===== src/rtl/rt8_pkg.sv =====
// Shared constants, state type and error-flag helper for the rt8 approximate-tree decoder.
package rt8_pkg;

  localparam int APX_ERR_WEIGHT = 4;
  localparam int EXACT_MAX      = 10;

  typedef enum logic [1:0] {
    IDLE = 2'd0,
    RUN  = 2'd1,
    DONE = 2'd2
  } rt8_dec_state_t;

  // u_err is {U0,U1,U2}; U2 cannot err together with either first-level compressor.
  function automatic logic illegal_err(input logic [2:0] u_err);
    return u_err[0] & (u_err[2] | u_err[1]);
  endfunction

endpackage


===== src/rtl/rt8_sample_decode.sv =====
// Combinational per-sample decode: approximate count, error magnitude and corrected count.
module rt8_sample_decode
  import rt8_pkg::*;
(
  input  logic       sum,
  input  logic       carry,
  input  logic       cout1,
  input  logic       cout2,
  input  logic [2:0] u_err,
  output logic [3:0] apx,
  output logic [3:0] exact,
  output logic [3:0] err_mag,
  output logic       illegal
);

  logic [1:0] n_pairs;
  logic [1:0] n_err;

  assign illegal = illegal_err(u_err);

  always_comb begin
    n_pairs = {1'b0, carry} + {1'b0, cout1} + {1'b0, cout2};
    n_err   = {1'b0, u_err[0]} + {1'b0, u_err[1]} + {1'b0, u_err[2]};
    apx     = {1'b0, n_pairs, sum};
    err_mag = 4'(APX_ERR_WEIGHT * int'(n_err));
    // Legal samples top out at 15, so only the impossible combinations need clamping.
    exact   = illegal ? 4'(EXACT_MAX) : apx + err_mag;
  end

endmodule


===== src/rtl/rt8_apx_decode.sv =====
// rt8 receive stage: registered per-sample decode with backpressure and per-frame statistics.
module rt8_apx_decode
  import rt8_pkg::*;
#(
  parameter int FRAME_LEN = 16,
  parameter int SUM_W     = $clog2(10 * FRAME_LEN + 1),
  parameter int CNT_W     = $clog2(FRAME_LEN + 1)
) (
  input  logic             clk,
  input  logic             rst_n,
  input  logic             in_valid,
  output logic             in_ready,
  input  logic             in_sum,
  input  logic             in_carry,
  input  logic             in_cout1,
  input  logic             in_cout2,
  input  logic [2:0]       in_u_err,
  input  logic             frame_start,
  output logic             out_valid,
  input  logic             out_ready,
  output logic [3:0]       out_apx,
  output logic [3:0]       out_exact,
  output logic [3:0]       out_err_mag,
  output logic             out_illegal,
  output logic             frame_done,
  output logic [SUM_W-1:0] frame_exact_sum,
  output logic [SUM_W-1:0] frame_apx_sum,
  output logic [CNT_W-1:0] frame_err_cnt,
  output logic             illegal_sticky
);

  logic       accept;
  logic [3:0] dec_apx;
  logic [3:0] dec_exact;
  logic [3:0] dec_err_mag;
  logic       dec_illegal;

  rt8_dec_state_t   state_q, state_d;
  logic             acc_clear;
  logic             acc_add;
  logic [SUM_W-1:0] exact_sum_d;
  logic [SUM_W-1:0] apx_sum_d;
  logic [CNT_W-1:0] err_cnt_d;
  logic [CNT_W-1:0] sample_cnt_q, sample_cnt_d;

  assign in_ready   = ~out_valid | out_ready;
  assign accept     = in_valid & in_ready;
  assign frame_done = (state_q == DONE);

  rt8_sample_decode u_dec (
    .sum     (in_sum),
    .carry   (in_carry),
    .cout1   (in_cout1),
    .cout2   (in_cout2),
    .u_err   (in_u_err),
    .apx     (dec_apx),
    .exact   (dec_exact),
    .err_mag (dec_err_mag),
    .illegal (dec_illegal)
  );

  always_comb begin
    // NOTE: every signal written here gets a default first, so no path can infer a latch.
    state_d   = state_q;
    acc_clear = 1'b0;
    acc_add   = 1'b0;
    case (state_q)
      IDLE: begin
        if (frame_start) begin
          state_d   = RUN;
          acc_clear = 1'b1;
        end
      end
      RUN: begin
        acc_clear = frame_start;
        acc_add   = accept;
      end
      DONE: begin
        state_d   = frame_start ? RUN : IDLE;
        acc_clear = frame_start;
        acc_add   = accept & frame_start;
      end
      default: state_d = IDLE;
    endcase

    exact_sum_d  = acc_clear ? '0 : frame_exact_sum;
    apx_sum_d    = acc_clear ? '0 : frame_apx_sum;
    err_cnt_d    = acc_clear ? '0 : frame_err_cnt;
    sample_cnt_d = acc_clear ? '0 : sample_cnt_q;
    if (acc_add) begin
      exact_sum_d  = exact_sum_d + SUM_W'(dec_exact);
      apx_sum_d    = apx_sum_d + SUM_W'(dec_apx);
      err_cnt_d    = err_cnt_d + CNT_W'(|in_u_err);
      sample_cnt_d = sample_cnt_d + CNT_W'(1);
    end
    // A restart that already carries the last sample of a one-sample frame also completes it.
    if (acc_add && sample_cnt_d == CNT_W'(FRAME_LEN)) state_d = DONE;
  end

  always_ff @(posedge clk) begin
    // NOTE: state updates use non-blocking assignments so all registers see pre-edge values.
    if (!rst_n) begin
      state_q         <= IDLE;
      sample_cnt_q    <= '0;
      frame_exact_sum <= '0;
      frame_apx_sum   <= '0;
      frame_err_cnt   <= '0;
      out_valid       <= 1'b0;
      out_apx         <= '0;
      out_exact       <= '0;
      out_err_mag     <= '0;
      out_illegal     <= 1'b0;
      illegal_sticky  <= 1'b0;
    end else begin
      state_q         <= state_d;
      sample_cnt_q    <= sample_cnt_d;
      frame_exact_sum <= exact_sum_d;
      frame_apx_sum   <= apx_sum_d;
      frame_err_cnt   <= err_cnt_d;
      if (accept) begin
        out_valid   <= 1'b1;
        out_apx     <= dec_apx;
        out_exact   <= dec_exact;
        out_err_mag <= dec_err_mag;
        out_illegal <= dec_illegal;
        if (dec_illegal) illegal_sticky <= 1'b1;
      end else if (out_ready) begin
        out_valid <= 1'b0;
      end
    end
  end

endmodule


===== config.mk =====
export PLATFORM = sky130hd
export DESIGN_NAME = rt8_apx_decode
export DESIGN_NICKNAME = d
export VERILOG_FILES = /design/src/rtl/rt8_pkg.sv /design/src/rtl/rt8_sample_decode.sv /design/src/rtl/rt8_apx_decode.sv
export SDC_FILE = /design/constraint.sdc
export NUM_CORES = 1
export LEC_CHECK = 0
export ABC_AREA = 1
export BUFFER_PORTS_ARGS = -buffer_cell sky130_fd_sc_hd__buf_2
export CAP_MARGIN = 25
export CORE_MARGIN = 1
export CORE_UTILIZATION = 40
export CTS_BUF_LIST = sky130_fd_sc_hd__clkbuf_4
export DETAILED_ROUTE_END_ITERATION = 8
export PLACE_DENSITY_LB_ADDON = 0.15
export SYNTH_ARGS = -nofsm -noshare
export SYNTH_HDL_FRONTEND = slang
export SYNTH_SLANG_ARGS = --single-unit
export TNS_END_PERCENT = 20

===== constraint.sdc =====
create_clock -name clk -period 2.8 [get_ports clk]
set_clock_uncertainty 0.15 [all_clocks]
set_input_delay 0.56 -clock clk [delete_from_list [all_inputs] [get_ports clk]]
set_output_delay 0.56 -clock clk [all_outputs]
set_load 0.02 [all_outputs]

==> flow_metrics.py <==
metrics = {
    "outcome": {
        "status": "finished, final reports clean",
    },
    "timing": {
        "finalSetupViolCount": 0,
        "clock.fmax_mhz": 391,
        "finalWorstSetupSlack_ps": 246,
        "rsz0062_at_grt": "false",
        "report.final.slew_viol_count": 0,
        "min_period_ps": 2550,
        "fin_crit_sh_pct": 91.2,
        "hold_viol_final": 0,
    },
    "layout": {
        "multi_input_area_um2": 1200,
        "layout-drive-gt1-share_pct": 21.7,
        "fin_cells": 434,
        "nets": 394,
        "antenna_cells": 0,
        "utilization_pct": 50.3,
        "syn2layout_area_growth_pct": 17.4,
        "nFillCells": 532,
        "register_area_um2": 801,
    },
    "die": {
        "die-area_um2": 5910,
        "die_x_um": 76.9,
        "pin_count": 50,
        "die_y_um": 76.9,
        "core_um2": 5240,
        "start_util_pct": 42.8,
        "rows": 26,
    },
    "synth": {
        "netlist_top_cells_area": "dfxtp_1 36%, nand2_1 8.7%, ha_1 8.4%",
        "async_reset_ff_share_pct": 0,
        "synthCells": 310,
        "syn_area_um2": 2240,
        "synth_top_area_share_pct": 35.7,
        "synth_edf_count": 0,
        "ys_ff_latch": 40,
        "synthTopCellsByCount": "52 x nand2_1, 47 x inv_1, 46 x nor2_1, 40 x dfxtp_1, 26 x a21oi_1",
        "ys.flop_type": "dfxtp_1",
        "synth_top_area_cell": "dfxtp_1",
        "synth_cell_type_count": 35,
        "yosysSeqAreaShare_pct": 35.7,
        "yosysMostFrequentCell": "nand2_1",
        "avgSynthCellArea_um2": 7.24,
        "yosysWarnings": 0,
    },
    "placement": {
        "place_hpwl_um": 3430,
        "place.gp.congestion": 0.829,
        "numPlacedInstances": 426,
        "io_buffers": 46,
        "dp_slack_ps": -142,
    },
    "detailed_routing": {
        "routedWlPerCell_um": 10.6,
        "drt_pass1_iterations": 4,
        "ant_nets": 0,
        "first_iter_violations": 62,
        "viasPerCell": 4.63,
        "drcViolationCount": 0,
        "vias": 2009,
        "wl_um": 4600,
    },
    "critical_path": {
        "cp-startpoint": "in_u_err[0]",
        "crit_arrival_ps": 2640,
        "r2r-start": "state_q[0]",
        "r2r_setup_slack_ps": 360,
        "cp.required_ps": 2890,
        "crit_type": "in2reg",
        "startpoint_type": "input pin",
        "r2r_end": "frame_exact_sum[6]",
        "endpoint_kind": "flop",
        "r2r_cells": 14,
        "cp_max_fo": 3,
    },
    "power": {
        "ir_worst_vdd_mv": 0.348,
        "p_leak_nw": 1.28,
        "p_per_area_nw_per_um2": 431,
        "power_mw": 1.13,
    },
    "hold_path": {
        "hold_path_depth": 2,
        "hp-start": "illegal_sticky",
        "min_path_type": "reg2reg",
        "holdPathEnd": "illegal_sticky",
    },
    "cts": {
        "post_cts_buffers": 0,
        "clk_latency_ps": 340,
        "clkTransAtPathRegs_ps": 120,
        "cts-root-buf": "clkbuf_4",
        "cts_buffers": 5,
        "clk_path_buf_depth": 2,
        "htree_levels": 2,
        "cts_resized": 0,
        "cts_sinks": 40,
        "hold_buffers": 0,
        "cts_tree": "done",
    },
    "global_route": {
        "grtUsageMet3_pct": 3.69,
        "grt_max_degree": 29,
        "grtUsageMet2_pct": 26.9,
        "met1_usage_pct": 20.5,
        "grt_use_total_pct": 16.3,
        "grt_pass1_wl_um": 7650,
        "grt.overflow.total": 0,
        "grt_pass1_vias": 1736,
        "top_usage_layer": "met2",
        "antenna_found_initial": 0,
    },
    "job": {
        "drv_cap": 0,
    },
}
state kept, by name (all words and copies together) (netlist names):
name / cells
frame_apx_sum: 8
frame_err_cnt: 5
state_q: 2
out_exact: 4
illegal_sticky: 1
sample_cnt_q: 5
out_apx: 3
frame_exact_sum: 8
out_valid: 1
out_illegal: 1
out_err_mag: 2
per-layer routing:
layer | vias to the layer above | part of all wire, %
met1 | 891 | 50
li1 | 1074 | -
met2 | 40 | 45
met5 | - | 0
met4 | 0 | 1.3
met3 | 4 | 3.9
power by group:
group / switching (mW) / total, mW / internal [mW]
clock network: 0.183 / 0.299 / 0.116
logic: 0.142 / 0.231 / 0.0898
registers: 0.0116 / 0.603 / 0.592
stage by stage:
| step | hold slack (ps) | setup TNS (ps) | cell area, µm² |
|---|---|---|---|
| 2_1_floorplan | 376 | 0 | 2250 |
| 3_3_place_gp | 288 | -120 | 2570 |
| 3_5_place_dp | 292 | -155 | 2570 |
| 4_1_cts | 310 | 0 | 2630 |
| 5_1_grt | 327 | 0 | 2630 |
| 6_report | 305 | 0 | 2630 |
how the worst max path moves through the flow:
stage / end / slack, ps / cells after the start
2_1_floorplan: frame_exact_sum[6] / 120 / 12
3_3_place_gp: frame_exact_sum[6] / -110 / 13
3_5_place_dp: frame_exact_sum[6] / -140 / 13
4_1_cts: frame_exact_sum[6] / 230 / 13
5_1_grt: frame_exact_sum[6] / 3 / 13
6_report: frame_exact_sum[6] / 250 / 13
critical path, stage by stage:
cell and delay [ps]:
buf_2 110, fa_1 510, ha_1 250, xnor2_2 150, nand2_1 90, ha_1 320
nand2_1 50, o21ai_0 140, nand2_1 100, nor2_1 110, nand2_1 70, o21ai_0 150
a21oi_1 50
cells in the final DEF (no fill, tap or decap), drive strengths merged, types with 2 or more instances in the layout:
cell type / netlist / routed
dfxtp: 40 / 40
a21oi: 26 / 26
nand3: 12 / 12
a211oi: 2 / 2
o21ai: 27 / 27
nor3: 3 / 3
inv: 48 / 48
xnor2: 3 / 3
buf: 10 / 57
nand4: 2 / 2
nand2: 58 / 58
conb: 1 / 3
fa: 4 / 4
clkbuf: 3 / 7
ha: 15 / 15
nor2: 49 / 49
kinds of logic after synthesis:
kind of cell | after synthesis | synth area share (%)
simple gates | 126 | 25.3
fa+ha+maj | 19 | 11.9
buf+inv | 61 | 11.7
other cells | 1 | 0.167
compound gates | 59 | 13.7
flops | 40 | 35.7
xor+xnor | 4 | 1.56
final cells by class:
class                           count  share of cell area [%]
Clock inverter                      1                   0.143
Inverter                           48                    6.84
Timing Repair Buffer               57                    11.9
Sequential cell                    40                    30.4
Tap cell                           70                    3.33
Multi-Input combinational cell    211                    45.4
Clock buffer                        7                    2.00
No activity file was read; power rests on OpenSTA's default activity.
